===== src/rtl/dma_pkg.sv =====
// Shared definitions for the single-channel DMA engine: register map,
// CTRL/STATUS bit positions and the transfer FSM state encoding.
package dma_pkg;

    localparam logic [7:0] OFS_SRC    = 8'h00;
    localparam logic [7:0] OFS_DST    = 8'h01;
    localparam logic [7:0] OFS_COUNT  = 8'h02;
    localparam logic [7:0] OFS_CTRL   = 8'h03;
    localparam logic [7:0] OFS_STATUS = 8'h04;

    localparam int CTRL_START   = 0;
    localparam int CTRL_SRC_INC = 1;
    localparam int CTRL_DST_INC = 2;
    localparam int CTRL_IRQ_EN  = 3;
    localparam int CTRL_ABORT   = 4;

    localparam int STAT_BUSY = 0;
    localparam int STAT_DONE = 1;

    typedef enum logic [2:0] {
        IDLE    = 3'd0,
        REQ     = 3'd1,
        RD      = 3'd2,
        RDW     = 3'd3,
        WR      = 3'd4,
        DONE_ST = 3'd5
    } dma_state_t;

endpackage


===== src/rtl/dma_regfile.sv =====
// DMA slave register file: decode, programmed registers, START/ABORT pulses
// and DONE/IRQ flags. Interrupt logic exists only when DMA_IRQ_EN is defined.
module dma_regfile
    import dma_pkg::*;
#(
    parameter int BITS = 16
) (
    input  logic            CLK,
    input  logic            RST,
    input  logic [7:0]      ADDRESS,
    input  logic [BITS-1:0] DATA_IN,
    output logic [BITS-1:0] DATA_OUT,
    input  logic            WRb,
    input  logic            busy,
    input  logic            done_set,
    output logic [BITS-1:0] src,
    output logic [BITS-1:0] dst,
    output logic [BITS-1:0] count,
    output logic            src_inc,
    output logic            dst_inc,
    output logic            start,
    output logic            abort,
    output logic            irq
);

    logic [BITS-1:0] src_reg, dst_reg, count_reg;
    logic            src_inc_reg, dst_inc_reg, done_reg;
    logic            wr_ctrl, wr_status;
`ifdef DMA_IRQ_EN
    logic            irq_en_reg;
`endif

    assign wr_ctrl   = !WRb && (ADDRESS == OFS_CTRL);
    assign wr_status = !WRb && (ADDRESS == OFS_STATUS);
    // START/ABORT are combinational so the FSM reacts on the very edge the write lands
    assign start     = wr_ctrl && DATA_IN[CTRL_START] && !busy;
    assign abort     = wr_ctrl && DATA_IN[CTRL_ABORT] && busy;

    always_ff @(posedge CLK or posedge RST) begin
        if (RST) begin
            src_reg     <= '0;
            dst_reg     <= '0;
            count_reg   <= '0;
            src_inc_reg <= 1'b0;
            dst_inc_reg <= 1'b0;
            done_reg    <= 1'b0;
`ifdef DMA_IRQ_EN
            irq_en_reg  <= 1'b0;
`endif
        end else begin
            if (!WRb && !busy) begin
                case (ADDRESS)
                    OFS_SRC:   src_reg   <= DATA_IN;
                    OFS_DST:   dst_reg   <= DATA_IN;
                    OFS_COUNT: count_reg <= DATA_IN;
                    OFS_CTRL: begin
                        src_inc_reg <= DATA_IN[CTRL_SRC_INC];
                        dst_inc_reg <= DATA_IN[CTRL_DST_INC];
`ifdef DMA_IRQ_EN
                        irq_en_reg  <= DATA_IN[CTRL_IRQ_EN];
`endif
                    end
                    default: ;
                endcase
            end
            if (done_set)
                done_reg <= 1'b1;
            else if (start || (wr_status && DATA_IN[STAT_DONE]))
                done_reg <= 1'b0;
        end
    end

    always_comb begin
        DATA_OUT = '0;
        case (ADDRESS)
            OFS_SRC:   DATA_OUT = src_reg;
            OFS_DST:   DATA_OUT = dst_reg;
            OFS_COUNT: DATA_OUT = count_reg;
            OFS_CTRL: begin
                DATA_OUT[CTRL_SRC_INC] = src_inc_reg;
                DATA_OUT[CTRL_DST_INC] = dst_inc_reg;
`ifdef DMA_IRQ_EN
                DATA_OUT[CTRL_IRQ_EN]  = irq_en_reg;
`endif
            end
            OFS_STATUS: begin
                DATA_OUT[STAT_BUSY] = busy;
                DATA_OUT[STAT_DONE] = done_reg;
            end
            default: ;
        endcase
    end

    assign src     = src_reg;
    assign dst     = dst_reg;
    assign count   = count_reg;
    assign src_inc = src_inc_reg;
    assign dst_inc = dst_inc_reg;
`ifdef DMA_IRQ_EN
    assign irq = done_reg & irq_en_reg;
`else
    assign irq = 1'b0;
`endif

endmodule


===== src/rtl/dma_controller.sv =====
// Single-channel memory-to-memory DMA: bus request/grant FSM with running
// pointers, word count and data buffer. Optional interrupt via DMA_IRQ_EN.
module dma_controller
    import dma_pkg::*;
#(
    parameter int BITS         = 16,
    parameter int ADDRESS_BITS = 16
) (
    input  logic                    CLK,
    input  logic                    RST,
    input  logic [7:0]              ADDRESS,
    input  logic [BITS-1:0]         DATA_IN,
    output logic [BITS-1:0]         DATA_OUT,
    input  logic                    WRb,
    output logic                    BUS_REQ,
    input  logic                    BUS_GNT,
    output logic [ADDRESS_BITS-1:0] M_ADDRESS,
    output logic [BITS-1:0]         M_DATA_OUT,
    input  logic [BITS-1:0]         M_DATA_IN,
    output logic                    M_WRb,
    output logic                    IRQ
);

    logic [BITS-1:0]         src, dst, count;
    logic                    src_inc, dst_inc, start, abort, busy, done_set;
    dma_state_t              state_reg;
    logic [ADDRESS_BITS-1:0] src_ptr_reg, dst_ptr_reg, m_address_reg;
    logic [ADDRESS_BITS-1:0] src_ptr_next, dst_ptr_next;
    logic [BITS-1:0]         count_left_reg, data_buf_reg;
    logic                    bus_req_reg, m_wrb_reg;

    dma_regfile #(.BITS(BITS)) u_regfile (
        .CLK      (CLK),
        .RST      (RST),
        .ADDRESS  (ADDRESS),
        .DATA_IN  (DATA_IN),
        .DATA_OUT (DATA_OUT),
        .WRb      (WRb),
        .busy     (busy),
        .done_set (done_set),
        .src      (src),
        .dst      (dst),
        .count    (count),
        .src_inc  (src_inc),
        .dst_inc  (dst_inc),
        .start    (start),
        .abort    (abort),
        .irq      (IRQ)
    );

    assign busy     = (state_reg != IDLE);
    assign done_set = (state_reg == DONE_ST) && !abort;

    always_comb begin
        src_ptr_next = src_inc ? src_ptr_reg + ADDRESS_BITS'(1) : src_ptr_reg;
        dst_ptr_next = dst_inc ? dst_ptr_reg + ADDRESS_BITS'(1) : dst_ptr_reg;
    end

    always_ff @(posedge CLK or posedge RST) begin
        if (RST) begin
            state_reg      <= IDLE;
            src_ptr_reg    <= '0;
            dst_ptr_reg    <= '0;
            count_left_reg <= '0;
            data_buf_reg   <= '0;
            bus_req_reg    <= 1'b0;
            m_wrb_reg      <= 1'b1;
            m_address_reg  <= '0;
        end else if (abort) begin
            state_reg   <= IDLE;
            bus_req_reg <= 1'b0;
            m_wrb_reg   <= 1'b1;
        end else begin
            case (state_reg)
                IDLE: if (start) begin
                    src_ptr_reg    <= ADDRESS_BITS'(src);
                    dst_ptr_reg    <= ADDRESS_BITS'(dst);
                    count_left_reg <= count;
                    if (count == '0) begin
                        state_reg <= DONE_ST;
                    end else begin
                        state_reg   <= REQ;
                        bus_req_reg <= 1'b1;
                    end
                end
                REQ: if (BUS_GNT) begin
                    state_reg     <= RD;
                    m_address_reg <= src_ptr_reg;
                end
                RD: state_reg <= BUS_GNT ? RDW : REQ;
                // Losing grant before the write leaves pointers untouched, so the word restarts at RD
                RDW: if (!BUS_GNT) begin
                    state_reg <= REQ;
                end else begin
                    state_reg     <= WR;
                    data_buf_reg  <= M_DATA_IN;
                    m_address_reg <= dst_ptr_reg;
                    m_wrb_reg     <= 1'b0;
                end
                WR: begin
                    m_wrb_reg      <= 1'b1;
                    src_ptr_reg    <= src_ptr_next;
                    dst_ptr_reg    <= dst_ptr_next;
                    count_left_reg <= count_left_reg - BITS'(1);
                    if (count_left_reg == BITS'(1)) begin
                        state_reg   <= DONE_ST;
                        bus_req_reg <= 1'b0;
                    end else if (BUS_GNT) begin
                        state_reg     <= RD;
                        m_address_reg <= src_ptr_next;
                    end else begin
                        state_reg <= REQ;
                    end
                end
                DONE_ST: state_reg <= IDLE;
                default: state_reg <= IDLE;
            endcase
        end
    end

    assign BUS_REQ    = bus_req_reg;
    assign M_WRb      = m_wrb_reg;
    assign M_ADDRESS  = m_address_reg;
    assign M_DATA_OUT = data_buf_reg;

endmodule

===== config.mk =====
export PLATFORM = sky130hd
export DESIGN_NAME = dma_controller
export DESIGN_NICKNAME = d
export VERILOG_FILES = /design/src/rtl/dma_pkg.sv /design/src/rtl/dma_regfile.sv /design/src/rtl/dma_controller.sv
export SDC_FILE = /design/constraint.sdc
export NUM_CORES = 1
export LEC_CHECK = 0
export BUFFER_PORTS_ARGS = -buffer_cell sky130_fd_sc_hd__clkbuf_2
export CORE_ASPECT_RATIO = 1.5
export CORE_MARGIN = 2
export CORE_UTILIZATION = 53
export CTS_CLUSTER_DIAMETER = 50
export DETAILED_ROUTE_END_ITERATION = 8
export MAX_ROUTING_LAYER = met4
export PLACE_DENSITY = 0.85
export RECOVER_POWER = 50
export REMOVE_ABC_BUFFERS = 1
export SLEW_MARGIN = 20
export SYNTH_ARGS = -nofsm -noshare
export SYNTH_HDL_FRONTEND = slang
export SYNTH_SLANG_ARGS = --single-unit

===== constraint.sdc =====
create_clock -name CLK -period 4.4 [get_ports CLK]
set_clock_uncertainty 0.1 [all_clocks]
set_input_delay 0.44 -clock CLK [delete_from_list [all_inputs] [get_ports CLK]]
set_output_delay 0.44 -clock CLK [all_outputs]
set_load 0.05 [all_outputs]

==> run metrics, run 1 <==
cts bufs inserted 17; critical path's slowest cell a21o_1; diodes inserted 0; Netlist cell types 77; Post-layout nets 900; multi-input logic area 0.003835 mm²; failing checks capacitance limit, slew limit; clk buf depth 2; max cap viols 1; Sink Count 136; CTS tree yes; worst slew pin tran 2.471 ns; Post-Synthesis Mean Instance Area 9.623 µm²; max_slew headroom -64.73%; DR vias 6827; Slew Viols, Final 117; Tot Pwr 5489 µW; initial core utilization 54.33%; postcts setup bufs 0; initial DRC count 817; first-pass GRT wire length 33410 µm; critical-path cell list or3_1 > nor4_4 > a21o_1 > buf_4 > o21ai_0 > o2bb2ai_1; Max VDD drop 399.2 µV; post-place instance area 0.008113 mm²; Via-to-Cell Ratio 6.459; Top Ports 95; EDFF count, synth 0; DIE WIDTH 101.8 µm; 1st-pass router iterations 5; crit end category register; WP data arrival 3.28 ns; final WL 21220 µm; crit-path max FO 24; GPL Wtd Cong 0.9413; Buf/Inv on CP 1; routed length per placed instance 20.07 µm; design area 0.008702 mm²; status finished with violations; largest net degree at the start of global routing 117; total of flip-flops plus latches after synthesis 136; leak pwr 0.003762 µW; I/O Buffers 93; crit path launch type register; PwrDens 630.7 mW/mm²; Ys Warns 0; asr flop ratio synth 100.0%; CP top delay family simple AND/OR/NAND/NOR gates; fmax 0.3244 GHz; Post-Syn Area 0.007602 mm²; CP max stage delay 0.72 ns; sequential element share of the synthesized area 44.78%; Resize count post-CTS 0; total grt overflow 0; CTS hold repair buffers 0; final worst path period need 3.083 ns; Final setup viols 0; RSZ-0062 raised after global routing false; Gate Count Post-Synth 790; Final ANT Viol Nets 0; area of the die 0.01534 mm²; CTS clk-pin slew, worst paths 0.06 ns; Clock Latency Late Sink 0.42 ns; detailed placer's ending HPWL 14540 µm; worst hold margin 0.1495 ns; final hold violation count 0; worst hold path type in2reg; total core area 0.01399 mm²; Fill cells 1102; Reg area 0.003405 mm²; Tcrit/Tclk final 70.06%; prevailing post-synth register cell dfrtp_1; root buffer selected by CTS clkbuf_16; DRC Markers 0; WS Path Type reg2reg; die height 150.7 µm; Worst EP required 4.59 ns; post-layout util 62.19%; layout cells sized above 1 23.12%; H-tree levels 4; P&R area growth vs syn 14.47%; row count 53; initial antenna violation count 0; vias in the first global route 6343; gr usage total 29.27%
==> cell type report <==
| class | instances | area share, % |
|---|---|---|
| clock buffer | 22 | 5.564 |
| clock inverter | 10 | 1.639 |
| inverter | 12 | 0.5607 |
| multi-input combinational | 578 | 44.07 |
| sequential | 136 | 39.12 |
| tap | 192 | 2.761 |
| timing repair buffer | 107 | 6.283 |
==> Yosys cell counts (7+ instances only) <==
cell,count,share of area (%)
nand3_1,27,1.8
dfrtp_1,135,44
nand4_1,11,0.91
mux2_2,57,8.4
o21ai_0,41,2.7
o22ai_1,13,1.1
inv_1,11,0.54
a31oi_1,25,2.1
nor4_1,13,1.1
nor3_1,20,1.3
o22a_1,7,0.81
or3_1,8,0.66
o2bb2ai_1,8,0.92
clkbuf_1,38,1.9
nand2b_1,8,0.66
buf_2,9,0.59
mux2i_1,13,1.7
a21oi_1,79,5.2
nand2_1,52,2.6
mux2_4,10,2.0
nor2_1,79,3.9
==> cell families after synthesis <==
group	count (synthesis)	synth area share (%)
compound gates	225	18.73
xor+xnor	2	0.2305
flops	136	44.78
mux	82	12.72
simple gates	264	17.97
buf+inv	76	4.855
fa+ha+maj	4	0.6584
other cells	1	0.04933
==> worst register-to-register path, cell delays in order (launching register included) <==
cell and delay, ns:
dfrtp_1 0.58, or3_1 0.62, nor4_4 0.40, a21o_1 0.72, buf_4 0.30, o21ai_0 0.09
o2bb2ai_1 0.15
==> final timing paths <==
path,startpoint,to,slack [ns],cells past startpoint
worst max-delay path,state_reg[1],count_left_reg[7],1.32,6
worst min-delay path,M_DATA_IN[2],M_DATA_OUT[2],0.15,2
worst max register to register,state_reg[1],count_left_reg[7],1.32,6
worst min register to register,M_WRb,M_WRb,0.36,2
max in group asynchronous,RST,M_ADDRESS[2],1.64,3
min in group asynchronous,RST,u_regfile.dst[9],0.66,2
==> placed cells by master (no fill, tap or decap), types with 10 or more instances in the layout <==
cell / count
a21oi_1: 79
a31oi_1: 25
buf_4: 12
clkbuf_1: 28
clkbuf_16: 17
clkbuf_2: 67
dfrtp_1: 135
inv_1: 10
mux2_2: 57
mux2_4: 10
mux2i_1: 13
nand2_1: 52
nand3_1: 27
nand4_1: 11
nor2_1: 79
nor3_1: 20
nor4_1: 13
o21ai_0: 41
o22ai_1: 13
==> power breakdown <==
group	switching [µW]	total, µW	internal [µW]
Clock	546	1500	953
Combinational	1330	1960	627
Sequential	410	2030	1620
Total	2290	5490	3200
==> per-stage QoR <==
step,setup WS [ns],setup TNS (ns),instances
after CTS,1.360,0,1057
after detailed placement,1.241,0,1025
after global routing,0.9662,0,1057
after floorplan,-0.1881,-2.596,726
final,1.317,0,1057
after global placement,1.298,0,1025
==> routing by layer <==
layer  global-route usage [%]  part of all wire [%]
met4                    16.62                   5.6
met3                    4.085                   7.0
met1                    34.81                    37
met5                        -                     0
met2                    47.30                    50
No activity file was read; power rests on OpenSTA's default activity.
==> inputs of run 2 (changes only) <==
==> constraint.sdc (replaced) <==
create_clock -name CLK -period 2.8 [get_ports CLK]
set_clock_uncertainty 0.1 [all_clocks]
set_input_delay 0.28 -clock CLK [delete_from_list [all_inputs] [get_ports CLK]]
set_output_delay 0.28 -clock CLK [all_outputs]
set_load 0.05 [all_outputs]
==> run 2 against run 1 <==
Compared with the run above:
- the flow finishes with violations (hold timing, capacitance limit, slew limit)
- first-iteration DRC count up 5.1%
- count of clock-buffer cells in the layout down 3
- clock power is 47% higher
- critical path depth grew 1
- final cell count grew 3.1%
- highest routed layer unchanged
- wire length rose by 9.5%
- sequential share of layout area decreased by 1.3 points
- worst setup slack lost 1.1 ns
- die area did not move
- non-clock buffer count increased by 33
- power is 58% higher
- global-route usage up 3.1 points
==> run metrics, run 2 (synthesized netlist as in run 1, its figures left out) <==
area of the die 0.01534 mm²; fmax 0.3800 GHz; crit path launch type register; die height 150.7 µm; layout cells sized above 1 23.41%; CTS tree yes; crit end category output pin; Final setup viols 0; Non-Filler Instances 1090; CTS clk-pin slew, worst paths 0.06 ns; root buffer selected by CTS clkbuf_16; commonest non-fill, non-tap cell in the layout dfrtp_1; postcts setup bufs 0; total core area 0.01399 mm²; I/O Buffers 93; failing checks hold timing, capacitance limit, slew limit; max cap viols 1; initial antenna violation count 1; clk buf depth 2; largest net degree at the start of global routing 73; final hold violation count 1; design area 0.009002 mm²; first-pass GRT wire length 36960 µm; 1st-pass router iterations 6; final worst path period need 2.632 ns; worst slew pin tran 1.538 ns; Top Ports 95; RSZ-0062 raised after global routing false; H-tree levels 4; max_slew headroom -2.751%; detailed placer's ending HPWL 15950 µm; PwrDens 965.0 mW/mm²; initial core utilization 54.33%; DR vias 7030; Worst EP required 2.42 ns; Via-to-Cell Ratio 6.450; Max VDD drop 625.5 µV; DRC Markers 0; most frequent cells in the layout 135 x dfrtp_1, 79 x nor2_1, 79 x a21oi_1; routed length per placed instance 21.32 µm; Tcrit/Tclk final 93.99%; initial DRC count 859; total grt overflow 0; worst hold margin -0.0003436 ns; post-layout util 64.34%; Clock Latency Late Sink 0.43 ns; WS Path Type reg2out; WP data arrival 2.25 ns; worst hold path type in2reg; Slew Viols, Final 73; Cells after DPL 1043; row count 53; P&R area growth vs syn 18.42%; Post-layout nets 933; final WL 23240 µm; crit-path max FO 21; Fill cells 1083; Sink Count 136; cts bufs inserted 17; post-place instance area 0.008335 mm²; leak pwr 0.003887 µW; status finished with violations; vias in the first global route 7008; GPL Wtd Cong 0.9747; Final ANT Viol Nets 0; gr usage total 32.33%; DIE WIDTH 101.8 µm
[run 2: cell types whose count changed in the layout (fill, tap and decap cells not counted), sizes merged]
cell | previous run | this run
buf | 13 | 31
clkinvlp | 2 | 5
clkinv | 7 | 6
dlygate4sd3 | 0 | 15
diode | 0 | 1
clkbuf | 116 | 113
bufinv | 3 | 2
inv | 10 | 11
[run 2: layout make-up]
class	instances	area, µm²	share of cell area [%]
Antenna cell	1	2.502	0.02780
Clock buffer	19	442.9	4.920
Clock inverter	12	127.6	1.418
Inverter	12	48.80	0.5420
Multi-Input combinational cell	578	3835	42.60
Sequential cell	136	3405	37.82
Tap cell	192	240.2	2.669
Timing Repair Buffer	140	900.9	10.01
[run 2: metal layers]
metal / share of wire [%] / track usage (%)
met1: 36 / 36.68
met5: 0 / -
met4: 5.4 / 18.99
met3: 7.6 / 5.710
met2: 51 / 52.99
[run 2: path summary, 6_finish.rpt]
kind,depth (start not counted),slack [ns],to,startpoint
worst min register to register,2,0.36,M_WRb,M_WRb
max in group asynchronous,4,0.41,u_regfile.dst[0],RST
worst min-delay path,2,-0.0003,M_DATA_OUT[10],M_DATA_IN[10]
worst max-delay path,7,0.17,DATA_OUT[0],state_reg[2]
worst max register to register,7,0.17,M_ADDRESS[12],state_reg[0]
min in group asynchronous,3,0.73,M_DATA_OUT[3],RST
[run 2: what timing repair did]
item | 4_1_cts | 5_1_grt
endpoints found under the hold margin | 84 | 0
gates resized for setup | 0 | 0
endpoints found under the setup margin | 0 | 0
hold buffers | 15 | 0
[run 2: critical path, cell delays in order, from the launching register on]
cell and delay (ns):
dfrtp_1 0.46, buf_4 0.32, nor3_1 0.11, a211o_1 0.30
a21oi_1 0.14, a31oi_1 0.05, nor3_1 0.14, clkbuf_2 0.30
[run 2: report_power, final]
part	internal, µW	switching, µW
sequential	2540	678
combinational	1090	2180
clock	1320	880
[run 2: through the flow]
stage	TNS [ns]	power, µW	setup WS, ns
CTS	0	8674	0.1948
floorplan	-258.14	5345	-1.788
detailed placement	0	6436	0.1147
global route	0	9076	0.02480
global placement	0	6332	0.1782
finish	0	8687	0.1684
==> inputs of run 3 (changes only) <==
--- a/config.mk
+++ b/config.mk
@@ -12,9 +12,10 @@
 export CTS_CLUSTER_DIAMETER = 50
 export DETAILED_ROUTE_END_ITERATION = 8
 export MAX_ROUTING_LAYER = met4
-export PLACE_DENSITY = 0.85
+export PLACE_DENSITY = 0.75
 export RECOVER_POWER = 50
 export REMOVE_ABC_BUFFERS = 1
+export SETUP_SLACK_MARGIN = 0.2
 export SLEW_MARGIN = 20
 export SYNTH_ARGS = -nofsm -noshare
 export SYNTH_HDL_FRONTEND = slang
==> run 3 against run 2 <==
Compared with the run above:
- the flow now finishes without violations
- die area unchanged
- power fell by 1.9%
- worst setup slack gained 0.13 ns
- final area fell by 0.71%
- first-iteration DRC count shrank 30%
- maximum frequency up 5.2%
- sequential power hardly changed
- count of clock-buffer cells in the layout is 4 higher
- largest cell class unchanged
==> run metrics, run 3 (synthesized netlist as in run 1, its figures left out) <==
status finished, final reports clean; DR vias 6917; leak pwr 0.003876 µW; PwrDens 953.0 mW/mm²; area of the die 0.01534 mm²; final WL 22220 µm; initial core utilization 54.33%; Max VDD drop 687.4 µV; CTS clk-pin slew, worst paths 0.06 ns; RSZ-0062 raised after global routing false; max_slew headroom 4.798%; post-layout util 63.88%; Final ANT Viol Nets 0; Top Ports 95; final hold violation count 0; clk buf depth 2; Via-to-Cell Ratio 6.358; worst slew pin tran 1.428 ns; WP data arrival 2.12 ns; diodes inserted 0; crit path launch type register; gr usage total 31.05%; Post-layout nets 933; row count 53; first-pass GRT wire length 35530 µm; fmax 0.3997 GHz; initial DRC count 598; Clock Latency Late Sink 0.42 ns; die height 150.7 µm; detailed placer's ending HPWL 15610 µm; Tot Pwr 8519 µW; P&R area growth vs syn 17.58%; Fill cells 1134; initial antenna violation count 0; crit-path max FO 16; GPL Wtd Cong 0.9549; Final setup viols 0; H-tree levels 4; DRC Markers 0; cts bufs inserted 17; routed length per placed instance 20.42 µm; final worst path period need 2.502 ns; vias in the first global route 6832; layout cells sized above 1 24.33%; CTS tree yes; Tcrit/Tclk final 89.35%; 1st-pass router iterations 6; crit end category output pin; commonest non-fill, non-tap cell in the layout dfrtp_1; I/O Buffers 93; Worst EP required 2.42 ns; Slew Viols, Final 0; DIE WIDTH 101.8 µm; largest net degree at the start of global routing 65; worst hold path type in2reg; root buffer selected by CTS clkbuf_16; total grt overflow 0; most frequent cells in the layout 134 x dfrtp_1, 79 x a21oi_1, 78 x nor2_1; max cap viols 0; total core area 0.01399 mm²; Sink Count 136; WS Path Type reg2out
-- run 3: path summary, 6_finish.rpt --
check	start	end	depth (start not counted)	slack (ns)
min reg2reg	M_ADDRESS[13]	M_ADDRESS[13]	2	0.39
min in group asynchronous	RST	u_regfile.src[11]	3	0.67
max in group asynchronous	RST	u_regfile.src[3]	4	0.50
max	state_reg[0]	DATA_OUT[0]	7	0.30
min	M_DATA_IN[9]	M_DATA_OUT[9]	2	0.007
max reg2reg	state_reg[2]	M_ADDRESS[12]	6	0.34
-- run 3: layer usage --
layer,global-route usage (%),up-vias,share of wire (%)
met2,51.05,373,51
met4,15.54,0,4.4
li1,-,3122,-
met3,4.921,83,5.9
met1,36.67,3339,39
met5,-,-,0
-- run 3: worst max-delay path: stages (launching register included) --
cell and delay (ns):
dfrtp_1 0.36, buf_4 0.25, nor3_1 0.11, a211o_1 0.31
a21oi_1 0.16, a31oi_1 0.06, nor3_1 0.16, buf_2 0.30
-- run 3: where the power goes --
part           internal [µW]  switching [µW]
sequential              2540             645
combinational           1080            2130
clock                   1280             836
-- run 3: cell type report --
cell class	count	area, µm²	share of cell area (%)
Clock buffer	23	478.0	5.347
Tap cell	192	240.2	2.688
Timing Repair Buffer	140	845.8	9.462
Multi-Input combinational cell	578	3849	43.06
Inverter	12	48.80	0.5459
Sequential cell	136	3406	38.10
Clock inverter	7	71.32	0.7979
-- run 3: through the flow --
stage / instance area (µm²) / setup TNS, ns / setup WS [ns] / std cells / hold slack, ns
2_1_floorplan: 7278 / -258.14 / -1.788 / 726 / 0.3107
3_3_place_gp: 8273 / 0 / 0.1265 / 1043 / 0.2891
3_5_place_dp: 8273 / 0 / 0.04693 / 1043 / 0.3025
4_1_cts: 8962 / 0 / 0.2420 / 1087 / 0.002433
5_1_grt: 8939 / 0 / 0.1675 / 1088 / 0.004827
6_report: 8939 / 0 / 0.2983 / 1088 / 0.006816
-- run 3: repair_timing --
action                                 CTS  global route
setup buffers                            0             0
endpoints found under the hold margin   75             1
setup endpoints to repair                0            19
hold buffers                            14             1
resized for setup                        0             5
